`config.mk`:
```
export PLATFORM = sky130hd
export DESIGN_NAME = tt_um_seq_divider_hhrb98
export DESIGN_NICKNAME = d
export VERILOG_FILES = /design/src/rtl/hhrb98_div_pkg.sv /design/src/rtl/hhrb98_div_if.sv /design/src/rtl/hhrb98_div_step.sv /design/src/rtl/tt_um_seq_divider_hhrb98.sv
export SDC_FILE = /design/constraint.sdc
export NUM_CORES = 1
export LEC_CHECK = 0
export BUFFER_PORTS_ARGS = -buffer_cell sky130_fd_sc_hd__buf_2
export CORE_MARGIN = 5
export CORE_UTILIZATION = 50
export DETAILED_ROUTE_END_ITERATION = 12
export PLACE_DENSITY = 0.78
export SKIP_CTS_REPAIR_TIMING = 1
export SYNTH_ARGS = -nofsm -noshare
export SYNTH_HDL_FRONTEND = slang
export SYNTH_SLANG_ARGS = --single-unit
export TNS_END_PERCENT = 1
```
`constraint.sdc`:
```
create_clock -name clk -period 4.4 [get_ports clk]
set_input_delay 0 -clock clk [delete_from_list [all_inputs] [get_ports clk]]
set_output_delay 0 -clock clk [all_outputs]
set_load 0.02 [all_outputs]
```
`src/rtl/hhrb98_div_pkg.sv`:
```
// Shared types and constants for the TinyTapeout sequential 8/4 restoring divider.
// The status-view helper packs the remainder and the divide-by-zero flag.
package hhrb98_div_pkg;

  typedef enum logic [1:0] {
    IDLE = 2'd0,
    RUN  = 2'd1,
    DONE = 2'd2
  } div_state_e;

  localparam int DIV_ITER = 8;
  localparam int CNT_W    = 3;

  localparam logic [CNT_W-1:0] LAST_ITER = CNT_W'(DIV_ITER - 1);

  localparam logic [7:0] UIO_OE_MASK = 8'hC0;

  localparam int START_BIT = 4;
  localparam int SEL_BIT   = 5;
  localparam int BUSY_BIT  = 6;
  localparam int DONE_BIT  = 7;

  function automatic logic [7:0] status_view(input logic dbz, input logic [3:0] rem);
    return {dbz, 3'b000, rem};
  endfunction

endpackage

```
`src/rtl/hhrb98_div_if.sv`:
```


interface hhrb98_step_if;
  logic [3:0] rem;
  logic       bit_in;
  logic [3:0] divisor;
  logic [3:0] rem_nxt;
  logic       q_bit;

  modport master (output rem, bit_in, divisor, input rem_nxt, q_bit);
  modport slave  (input rem, bit_in, divisor, output rem_nxt, q_bit);
endinterface

```
`src/rtl/hhrb98_div_step.sv`:
```
// One restoring-division iteration: shift in a dividend bit, trial-subtract the
// divisor, keep the difference when it does not go negative.
module div_step (
  hhrb98_step_if.slave s
);

  logic [4:0] trial_s;
  logic [4:0] diff_s;
  logic       ge_s;

  // Trial subtract is 5 bits wide; a kept difference is always below the divisor.
  always_comb begin
    trial_s = {s.rem, s.bit_in};
    diff_s  = trial_s - {1'b0, s.divisor};
    ge_s    = (trial_s >= {1'b0, s.divisor});
    if (ge_s) begin
      s.rem_nxt = diff_s[3:0];
    end else begin
      s.rem_nxt = trial_s[3:0];
    end
    s.q_bit = ge_s;
  end

endmodule

```
`src/rtl/tt_um_seq_divider_hhrb98.sv`:
```
// TinyTapeout slot top: start/busy/done FSM around a one-bit-per-clock restoring
// divider (8-bit dividend / 4-bit divisor), with a combinational result-view mux.
module tt_um_seq_divider_hhrb98
  import hhrb98_div_pkg::*;
(
  input  logic       clk,
  input  logic       rst,
  input  logic       ena,
  input  logic [7:0] ui_in,
  input  logic [7:0] uio_in,
  output logic [7:0] uo_out,
  output logic [7:0] uio_out,
  output logic [7:0] uio_oe
);

  div_state_e       state_q, state_d;
  logic [CNT_W-1:0] cnt_q, cnt_d;
  logic [7:0]       quo_q, quo_d;
  // Partial remainder bit 4 is always 0 after a step, so only 4 bits are kept.
  logic [3:0]       rem_q, rem_d;
  logic [3:0]       dvs_q, dvs_d;
  logic             dbz_q, dbz_d;

  logic             start_s;
  logic             sel_s;
  logic             unused_bits_s;

  assign start_s       = uio_in[START_BIT];
  assign sel_s         = uio_in[SEL_BIT];
  assign unused_bits_s = &{1'b0, uio_in[7:6]};

  hhrb98_step_if step_bus ();

  assign step_bus.rem     = rem_q;
  assign step_bus.bit_in  = quo_q[7];
  assign step_bus.divisor = dvs_q;

  div_step u_step (
    .s (step_bus)
  );

  // State, counter and datapath registers.
  always_ff @(posedge clk or posedge rst) begin
    if (rst) begin
      state_q <= IDLE;
      cnt_q   <= {CNT_W{1'b0}};
      quo_q   <= 8'h00;
      rem_q   <= 4'h0;
      dvs_q   <= 4'h0;
      dbz_q   <= 1'b0;
    end else begin
      state_q <= state_d;
      cnt_q   <= cnt_d;
      quo_q   <= quo_d;
      rem_q   <= rem_d;
      dvs_q   <= dvs_d;
      dbz_q   <= dbz_d;
    end
  end

  // Next-state and datapath update; everything holds while the slot is disabled.
  always_comb begin
    state_d = state_q;
    cnt_d   = cnt_q;
    quo_d   = quo_q;
    rem_d   = rem_q;
    dvs_d   = dvs_q;
    dbz_d   = dbz_q;
    if (ena) begin
      case (state_q)
        IDLE, DONE: begin
          if (start_s) begin
            quo_d = ui_in;
            dvs_d = uio_in[3:0];
            rem_d = 4'h0;
            dbz_d = 1'b0;
            cnt_d = {CNT_W{1'b0}};
            if (uio_in[3:0] == 4'h0) begin
              quo_d   = 8'hFF;
              dbz_d   = 1'b1;
              state_d = DONE;
            end else begin
              state_d = RUN;
            end
          end else begin
            state_d = state_q;
          end
        end
        RUN: begin
          rem_d = step_bus.rem_nxt;
          quo_d = {quo_q[6:0], step_bus.q_bit};
          cnt_d = cnt_q + {{(CNT_W-1){1'b0}}, 1'b1};
          if (cnt_q == LAST_ITER) begin
            state_d = DONE;
          end else begin
            state_d = RUN;
          end
        end
        default: begin
          state_d = IDLE;
        end
      endcase
    end else begin
      state_d = state_q;
    end
  end

  // Output views: result mux on sel, status bits decoded from the state register.
  always_comb begin
    uio_out = 8'h00;
    if (sel_s) begin
      uo_out = status_view(dbz_q, rem_q);
    end else begin
      uo_out = quo_q;
    end
    uio_out[BUSY_BIT] = (state_q == RUN);
    uio_out[DONE_BIT] = (state_q == DONE);
    uio_oe            = UIO_OE_MASK;
  end

endmodule

```
==> metrics.cfg, run 1 <==
[run_status]
status = finished, final reports clean

[global_routing]
vias_in_the_first_global_route = 1102
gr-usage-all-layers_pct = 14.7
grt_remaining_overflow = 0
grt_max_degree = 24
grt_first_pass_wirelength_mm = 4.86
antenna_found_initial = 0

[timing]
setup-tns-final_ns = 0
clock_skew_ns = 0.00379
hold_ws_ns = 0.0237
worst_slew_pin_slew_ns = 0.819
finalSetupViolCount = 0
timing.fmax_mhz = 502
rsz0062_at_grt = no
timing.final.max_slew_violations = 0
worst_slew_margin_rel_pct = 45.3
hold_viol = 0
finalCriticalPeriod_ns = 1.99
final_worst_path_period_share_pct = 45.2

[hold_path]
hold_depth = 4
worst_hold_path_type = in2reg

[routing]
drt_iter0_markers = 40
post_drt_wl_per_cell_um = 14.6
total_via_count_in_the_routed_design = 1126
count_of_antenna_violating_nets_left_after_detailed_routing = 0
drt_first_pass_iters = 4
detail_route.wirelength_mm = 3.01
route.detailed.vias_per_inst = 5.47
drc_errors = 0

[layout]
design.final.nets = 202
final_cells = 206
drive_gt1_share_pct = 29.7
layout-area-overhead-vs-synth_pct = 13.1
fin_area_mm2 = 0.00162
antenna_cells = 0

[die]
area_of_the_placeable_core_mm2 = 0.00276
die_w_um = 63.4
die_area_mm2 = 0.00402
top_level_ports = 43
floorplan.rows = 19
die_height_um = 63.4
start_util_pct = 51.8

[cts]
tritoncts = done
cts.clk_slew.worst_paths_ns = 0.13
ctsRootBufferMaster = sky130_fd_sc_hd__clkbuf_4
numCtsBuffers = 3
worst_skew_pair.late_latency_ns = 0.31
htreeDepth = 1
cts_num_sinks = 22
ctsLongestPathBuffers = 2

[synth]
fraction_of_the_mapped_netlist_area_in_compound_gates_pct = 16.6
synth_sequential_area_ratio_pct = 38.6
synthMuxAreaShare_pct = 7.10
synth_enable_flop_cells = 0
yosysWarnings = 0
async_flop_share_pct = 100
yosys.area_share.simple_pct = 18.3
synthDistinctLibCells = 41
post_synth_xor_area_fraction_pct = 0.613
postSynth.topFlopCell = sky130_fd_sc_hd__dfrtp_1
yosysTopAreaCell = sky130_fd_sc_hd__dfrtp_1
synthTopCellsByArea = sky130_fd_sc_hd__dfrtp_1 (39%), sky130_fd_sc_hd__buf_4 (7.4%), sky130_fd_sc_hd__mux2_2 (7.1%)
mappedNetlistArea_mm2 = 0.00143
synth_cells = 148
main_combinational_cell_family_by_area_after_synthesis = simple AND/OR/NAND/NOR gates
synth_top_area_share_pct = 38.6
ys_seq_elements = 22
synthAdderAreaFrac_pct = 6.66
syn-mean-instance-area_um2 = 9.65

[critical_path]
end_of_the_critical_path = quo_q[0]
timing.rr.end = quo_q[0]
crit_required_ns = 4.62
arrival_ns = 2.21
start_kind = register
rrSetupSlack_ns = 2.41
critical_path_startpoint = rem_q[1]
worstReg2RegStart = rem_q[1]
critical_path_peak_fanout = 7
timing.setup.critical_path_class = reg2reg
worst_r2r_path_depth = 5
worst_setup_path_end_kind = register

[placed_design]
hpwlAfterDp_mm = 2.24
gp_congestion = 0.812
post_dp_cell_area_mm2 = 0.00151
portBuffers = 26
place_inst = 197

[pwr]
power.internal_uw = 673
power.share.switching_pct = 42.8
combPwrFrac_pct = 54.8
fin_total_pwr_uw = 1180
leakagePower_uw = 0.000787
power.switching_uw = 503
max-vdd-ir-drop_uv = 420
power.density_mw_per_mm2 = 728
share_clk_of_total_power_pct = 13.4
power.sequential.fraction_pct = 31.8

[flow_run]
max-cap-violations = 0

## critical path, stage by stage (launching register included)
cell and delay [ns]:
sky130_fd_sc_hd__dfrtp_1 0.44, sky130_fd_sc_hd__ha_1 0.35, sky130_fd_sc_hd__or2_2 0.30, sky130_fd_sc_hd__a211oi_2 0.46, sky130_fd_sc_hd__o21ai_0 0.15, sky130_fd_sc_hd__a22o_1 0.20
## worst min path at each step
stage,from,to
global route,ui_in[0],quo_q[0]
finish,ui_in[0],quo_q[0]
global placement,rst,dbz_q
floorplan,rst,cnt_q[0]
detailed placement,rst,dbz_q
CTS,rst,dvs_q[0]
## registers in the layout, indices dropped and copies added, names as in the netlist
| register | flops |
|---|---|
| cnt_q | 3 |
| state_q | 2 |
| rem_q | 4 |
| dbz_q | 1 |
| dvs_q | 4 |
| quo_q | 8 |
## routing by layer
| layer | up-vias | GRT usage (%) | wire length (um) |
|---|---|---|---|
| met2 | 43 | 24.4 | 1430 |
| li1 | 553 | - | - |
| met3 | 3 | 3.91 | 233 |
| met1 | 527 | 18.6 | 1310 |
| met4 | 0 | 4.16 | 29 |
| met5 | - | 0 | 0 |
## layout by cell type (no fill, tap or decap), drive strengths merged, types with 2 or more instances in the layout
cell type	instances
inv	8
a32o	2
or3	8
nand3b	2
or4	4
mux2	9
a211oi	2
o311ai	2
buf	27
o21ai	20
nor2	4
dfrtp	22
nand3	2
nor2b	3
conb	14
clkbuf	3
dlygate4sd3	5
nand2	15
ha	6
## through the flow
stage	utilization (%)	setup slack [ns]
detailed placement	54.9	2.45
finish	58.6	2.41
floorplan	-	2.62
global placement	54.9	2.49
CTS	56.8	2.42
global route	58.6	2.30
## synthesized netlist by cell type (2+ instances only)
cell                        n
sky130_fd_sc_hd__nand3_1    2
sky130_fd_sc_hd__clkbuf_1   3
sky130_fd_sc_hd__a32o_1     2
sky130_fd_sc_hd__ha_1       6
sky130_fd_sc_hd__o21ai_0   16
sky130_fd_sc_hd__or3_1      8
sky130_fd_sc_hd__buf_2      4
sky130_fd_sc_hd__nor2b_1    3
sky130_fd_sc_hd__o311ai_1   2
sky130_fd_sc_hd__or4_1      3
sky130_fd_sc_hd__dfrtp_1   22
sky130_fd_sc_hd__mux2_2     9
sky130_fd_sc_hd__nand2_1   14
sky130_fd_sc_hd__nor2_1     3
sky130_fd_sc_hd__conb_1     2
sky130_fd_sc_hd__o21ai_1    4
sky130_fd_sc_hd__inv_1      8
sky130_fd_sc_hd__buf_4     14
## layout make-up
type / count / area (um2)
Fill cell: 248 / 1140
Inverter: 8 / 30.0
Clock inverter: 1 / 30.0
Clock buffer: 3 / 22.5
Multi-Input combinational cell: 109 / 756
Timing Repair Buffer: 32 / 188
Sequential cell: 22 / 551
Tap cell: 31 / 38.8
## power groups by stage
stage | Combinational [uW] | Clock, uW | Sequential (uW)
detailed placement | 642 | 0 | 379
finish | 645 | 158 | 374
global placement | 619 | 0 | 368
CTS | 645 | 160 | 375
floorplan | 536 | 0 | 352
global route | 724 | 168 | 389
## logic make-up after synthesis
kind of cell               after synthesis
and+or+nand+nor                         44
AOI/OAI and AO/OA                       34
xor gates and xnor gates                 1
muxes                                    9
buffers and inverters                   29
other                                    2
DFF                                     22
adders and majority gates                7
Note: power is estimated with default switching activity, not from simulation.
==> run 2, diff against run 1 <==
--- a/config.mk
+++ b/config.mk
@@ -5,6 +5,7 @@
 export SDC_FILE = /design/constraint.sdc
 export NUM_CORES = 1
 export LEC_CHECK = 0
+export ABC_AREA = 1
 export BUFFER_PORTS_ARGS = -buffer_cell sky130_fd_sc_hd__buf_2
 export CORE_MARGIN = 5
 export CORE_UTILIZATION = 50
==> constraint.sdc (replaced) <==
create_clock -name clk -period 2 [get_ports clk]
set_input_delay 0 -clock clk [delete_from_list [all_inputs] [get_ports clk]]
set_output_delay 0 -clock clk [all_outputs]
set_load 0.02 [all_outputs]
==> metrics.cfg, run 2 <==
[synth]
main_combinational_cell_family_by_area_after_synthesis = simple AND/OR/NAND/NOR gates  ; unchanged
post_synth_xor_area_fraction_pct = 0.624  ; was 0.613%
postSynth.topFlopCell = sky130_fd_sc_hd__dfrtp_1  ; unchanged
async_flop_share_pct = 100  ; unchanged
syn-mean-instance-area_um2 = 7.80  ; was 9.65 um2
synth_cells = 180  ; was 148
yosys.area_share.simple_pct = 21.6  ; was 18.3%
synthTopCellsByArea = sky130_fd_sc_hd__dfrtp_1 (39%), sky130_fd_sc_hd__nand2_1 (9.1%), sky130_fd_sc_hd__buf_4 (7.5%)  ; was sky130_fd_sc_hd__dfrtp_1 (39%), sky130_fd_sc_hd__buf_4 (7.4%), sky130_fd_sc_hd__mux2_2 (7.1%)
synthMuxAreaShare_pct = 0  ; was 7.10%
mappedNetlistArea_mm2 = 0.00140  ; was 0.00143 mm2
synthAdderAreaFrac_pct = 6.77  ; was 6.66%
synth.most_common_cell = sky130_fd_sc_hd__nand2_1  ; was sky130_fd_sc_hd__dfrtp_1
synth_sequential_area_ratio_pct = 39.2  ; was 38.6%
yosysWarnings = 0  ; unchanged
fraction_of_the_mapped_netlist_area_in_compound_gates_pct = 14.0  ; was 16.6%
ys_seq_elements = 22  ; unchanged
yosys-top-cells-count = sky130_fd_sc_hd__nand2_1 (34), sky130_fd_sc_hd__inv_1 (27), sky130_fd_sc_hd__dfrtp_1 (22)  ; was sky130_fd_sc_hd__dfrtp_1 (22), sky130_fd_sc_hd__o21ai_0 (16), sky130_fd_sc_hd__buf_4 (14), sky130_fd_sc_hd__nand2_1 (14), sky130_fd_sc_hd__mux2_2 (9)
synthDistinctLibCells = 25  ; was 41
synth_top_area_share_pct = 39.2  ; was 38.6%
synth_enable_flop_cells = 0  ; unchanged
yosysTopAreaCell = sky130_fd_sc_hd__dfrtp_1  ; unchanged

[cts]
htreeDepth = 1  ; unchanged
numCtsBuffers = 3  ; unchanged
cts.clk_slew.worst_paths_ns = 0.13  ; about the same
tritoncts = done  ; unchanged
worst_skew_pair.late_latency_ns = 0.31  ; about the same
ctsLongestPathBuffers = 2  ; unchanged
cts_num_sinks = 22  ; unchanged
ctsRootBufferMaster = sky130_fd_sc_hd__clkbuf_4  ; unchanged

[critical_path]
timing.rr.end = quo_q[0]  ; unchanged
crit_required_ns = 2.22  ; was 4.62 ns
worst_setup_path_end_kind = register  ; unchanged
end_of_the_critical_path = quo_q[0]  ; unchanged
worstReg2RegStart = rem_q[1]  ; unchanged
critical_path_startpoint = rem_q[1]  ; unchanged
worst_r2r_path_depth = 7  ; was 5
arrival_ns = 1.93  ; was 2.21 ns
timing.setup.critical_path_class = reg2reg  ; unchanged
rrSetupSlack_ns = 0.29  ; was 2.41 ns
critical_path_peak_fanout = 5  ; was 7
start_kind = register  ; unchanged

[run_status]
status = finished, final reports clean  ; unchanged

[die]
die_w_um = 63.0  ; was 63.4 um
area_of_the_placeable_core_mm2 = 0.00273  ; was 0.00276 mm2
floorplan.rows = 19  ; unchanged
die_height_um = 63.0  ; was 63.4 um
start_util_pct = 51.4  ; was 51.8%
top_level_ports = 43  ; unchanged
die_area_mm2 = 0.00397  ; was 0.00402 mm2

[layout]
antenna_cells = 0  ; unchanged
largest_register = quo_q  ; unchanged
layout.cells.most_common_list = sky130_fd_sc_hd__nand2_1 (34), sky130_fd_sc_hd__inv_1 (27), sky130_fd_sc_hd__buf_2 (26)  ; was sky130_fd_sc_hd__buf_2 (26), sky130_fd_sc_hd__dfrtp_1 (22), sky130_fd_sc_hd__o21ai_0 (16)
area_occupied_by_multi_input_gates_um2 = 656  ; was 756 um2
final_common_cell = sky130_fd_sc_hd__nand2_1  ; was sky130_fd_sc_hd__buf_2
fill_cells = 244  ; was 248
seqCellArea_um2 = 551  ; unchanged
final_cells = 248  ; was 206
design.final.nets = 244  ; was 202
biggestRegsByFlops = quo_q (8), dvs_q (4), rem_q (4)  ; unchanged
drive_gt1_share_pct = 17.1  ; was 29.7%
layout-area-overhead-vs-synth_pct = 18.5  ; was 13.1%
largest_register_ffs = 8  ; unchanged

[global_routing]
vias_in_the_first_global_route = 985  ; was 1102
grt_remaining_overflow = 0  ; unchanged
antenna_found_initial = 0  ; unchanged
grt_first_pass_wirelength_mm = 4.55  ; was 4.86 mm
grt_max_degree = 23  ; was 24
gr-usage-all-layers_pct = 14.2  ; was 14.7%

[pwr]
power.density_mw_per_mm2 = 1380  ; was 728 mW/mm2
leakagePower_uw = 0.000917  ; was 0.000787 uW
max-vdd-ir-drop_uv = 843  ; was 420 uV

[timing]
hold_viol = 0  ; unchanged
finalCriticalPeriod_ns = 1.71  ; was 1.99 ns
postLayoutSetupSlackWorst_ns = 0.290  ; was 2.41 ns
rsz0062_at_grt = no  ; unchanged
timing.final.max_slew_violations = 0  ; unchanged
finalSetupViolCount = 0  ; unchanged
worst_slew_margin_rel_pct = 46.9  ; was 45.3%
final_worst_path_period_share_pct = 85.5  ; was 45.2%
timing.fmax_mhz = 585  ; was 502 MHz
setup-tns-final_ns = 0  ; unchanged
clock_skew_ns = 0.00612  ; was 0.00379 ns
worst_slew_pin_slew_ns = 0.796  ; was 0.819 ns

[routing]
route.detailed.vias_per_inst = 4.85  ; was 5.47
post_drt_wl_per_cell_um = 11.7  ; was 14.6 um
drc_errors = 0  ; unchanged
total_via_count_in_the_routed_design = 1203  ; was 1126
count_of_antenna_violating_nets_left_after_detailed_routing = 0  ; unchanged
drt_iter0_markers = 67  ; was 40
detail_route.wirelength_mm = 2.90  ; was 3.01 mm
drt_first_pass_iters = 4  ; unchanged

[flow_run]
max-cap-violations = 0  ; unchanged

[placed_design]
pre_cts_ws_ns = 0.312  ; was 2.45 ns
gp_congestion = 0.837  ; was 0.812
portBuffers = 26  ; unchanged
hpwlAfterDp_mm = 2.11  ; was 2.24 mm
place_inst = 232  ; was 197

[hold_path]
worst_hold_path_type = in2reg  ; unchanged
min-delay-start = uio_in[4]  ; was ui_in[0]

## run 2: changes by cell type in the layout (fill, tap and decap cells not counted), sizes merged, moves of 3 or more
cell,delta
dlygate4sd3,+7
inv,+21
mux2,-9
nand2,+21
or4,-4
nand3,+9
nor2b,-3
nor2,+14
or3,-8
o22ai,+8
## run 2: area by class of cell
cell class,instances,share of cell area (%)
Multi-Input combinational cell,123,39.4
Inverter,29,6.54
Clock buffer,3,1.35
Clock inverter,1,1.80
Timing Repair Buffer,39,15.5
Tap cell,31,2.33
Sequential cell,22,33.1
## run 2: metal layers
layer / part of all wire, % / global-route usage (%) / vias up
li1: - / - / 621
met1: 45 / 20.0 / 533
met2: 46 / 20.1 / 40
met3: 6.0 / 2.88 / 9
met4: 2.8 / 7.43 / 0
met5: 0 / 0 / -
## run 2: worst min path at each step
stage	to	cells past startpoint
2_1_floorplan	cnt_q[0]	1
3_3_place_gp	dvs_q[3]	2
3_5_place_dp	state_q[0]	2
4_1_cts	state_q[0]	2
5_1_grt	state_q[0]	3
6_report	state_q[0]	3
## run 2: per-stage QoR
stage          cell area, um2  utilization (%)  hold slack (ns)  power [uW]
5_1_grt                  1660             60.9           0.0528        2530
4_1_cts                  1540             56.5           -0.149        2290
3_5_place_dp             1490             54.6            0.213        1940
2_1_floorplan            1450                -          -0.0108        1700
3_3_place_gp             1490             54.6            0.194        1900
6_report                 1660             60.9           0.0492        2300
## run 2: cell families (layout without fill, tap and decap cells)
family	after synthesis	count (layout)
buffers and inverters	47	72
and+or+nand+nor	67	67
DFF	22	22
other	2	14
adders and majority gates	7	7
AOI/OAI and AO/OA	34	34
xor gates and xnor gates	1	1
## run 2: power breakdown
group          total [uW]  leakage [uW]  switching [uW]  internal, uW
registers             767      0.000273             135           632
logic                1190      0.000616             742           450
clock network         345     0.0000279             143           203
## run 2: worst max-delay path: stages, from the launching register on
cell,delay (ns)
sky130_fd_sc_hd__dfrtp_1,0.45
sky130_fd_sc_hd__ha_1,0.36
sky130_fd_sc_hd__a21oi_1,0.24
sky130_fd_sc_hd__nand2_1,0.09
sky130_fd_sc_hd__nand2_1,0.14
sky130_fd_sc_hd__nand2_1,0.15
sky130_fd_sc_hd__nor2_1,0.12
sky130_fd_sc_hd__o21bai_1,0.07
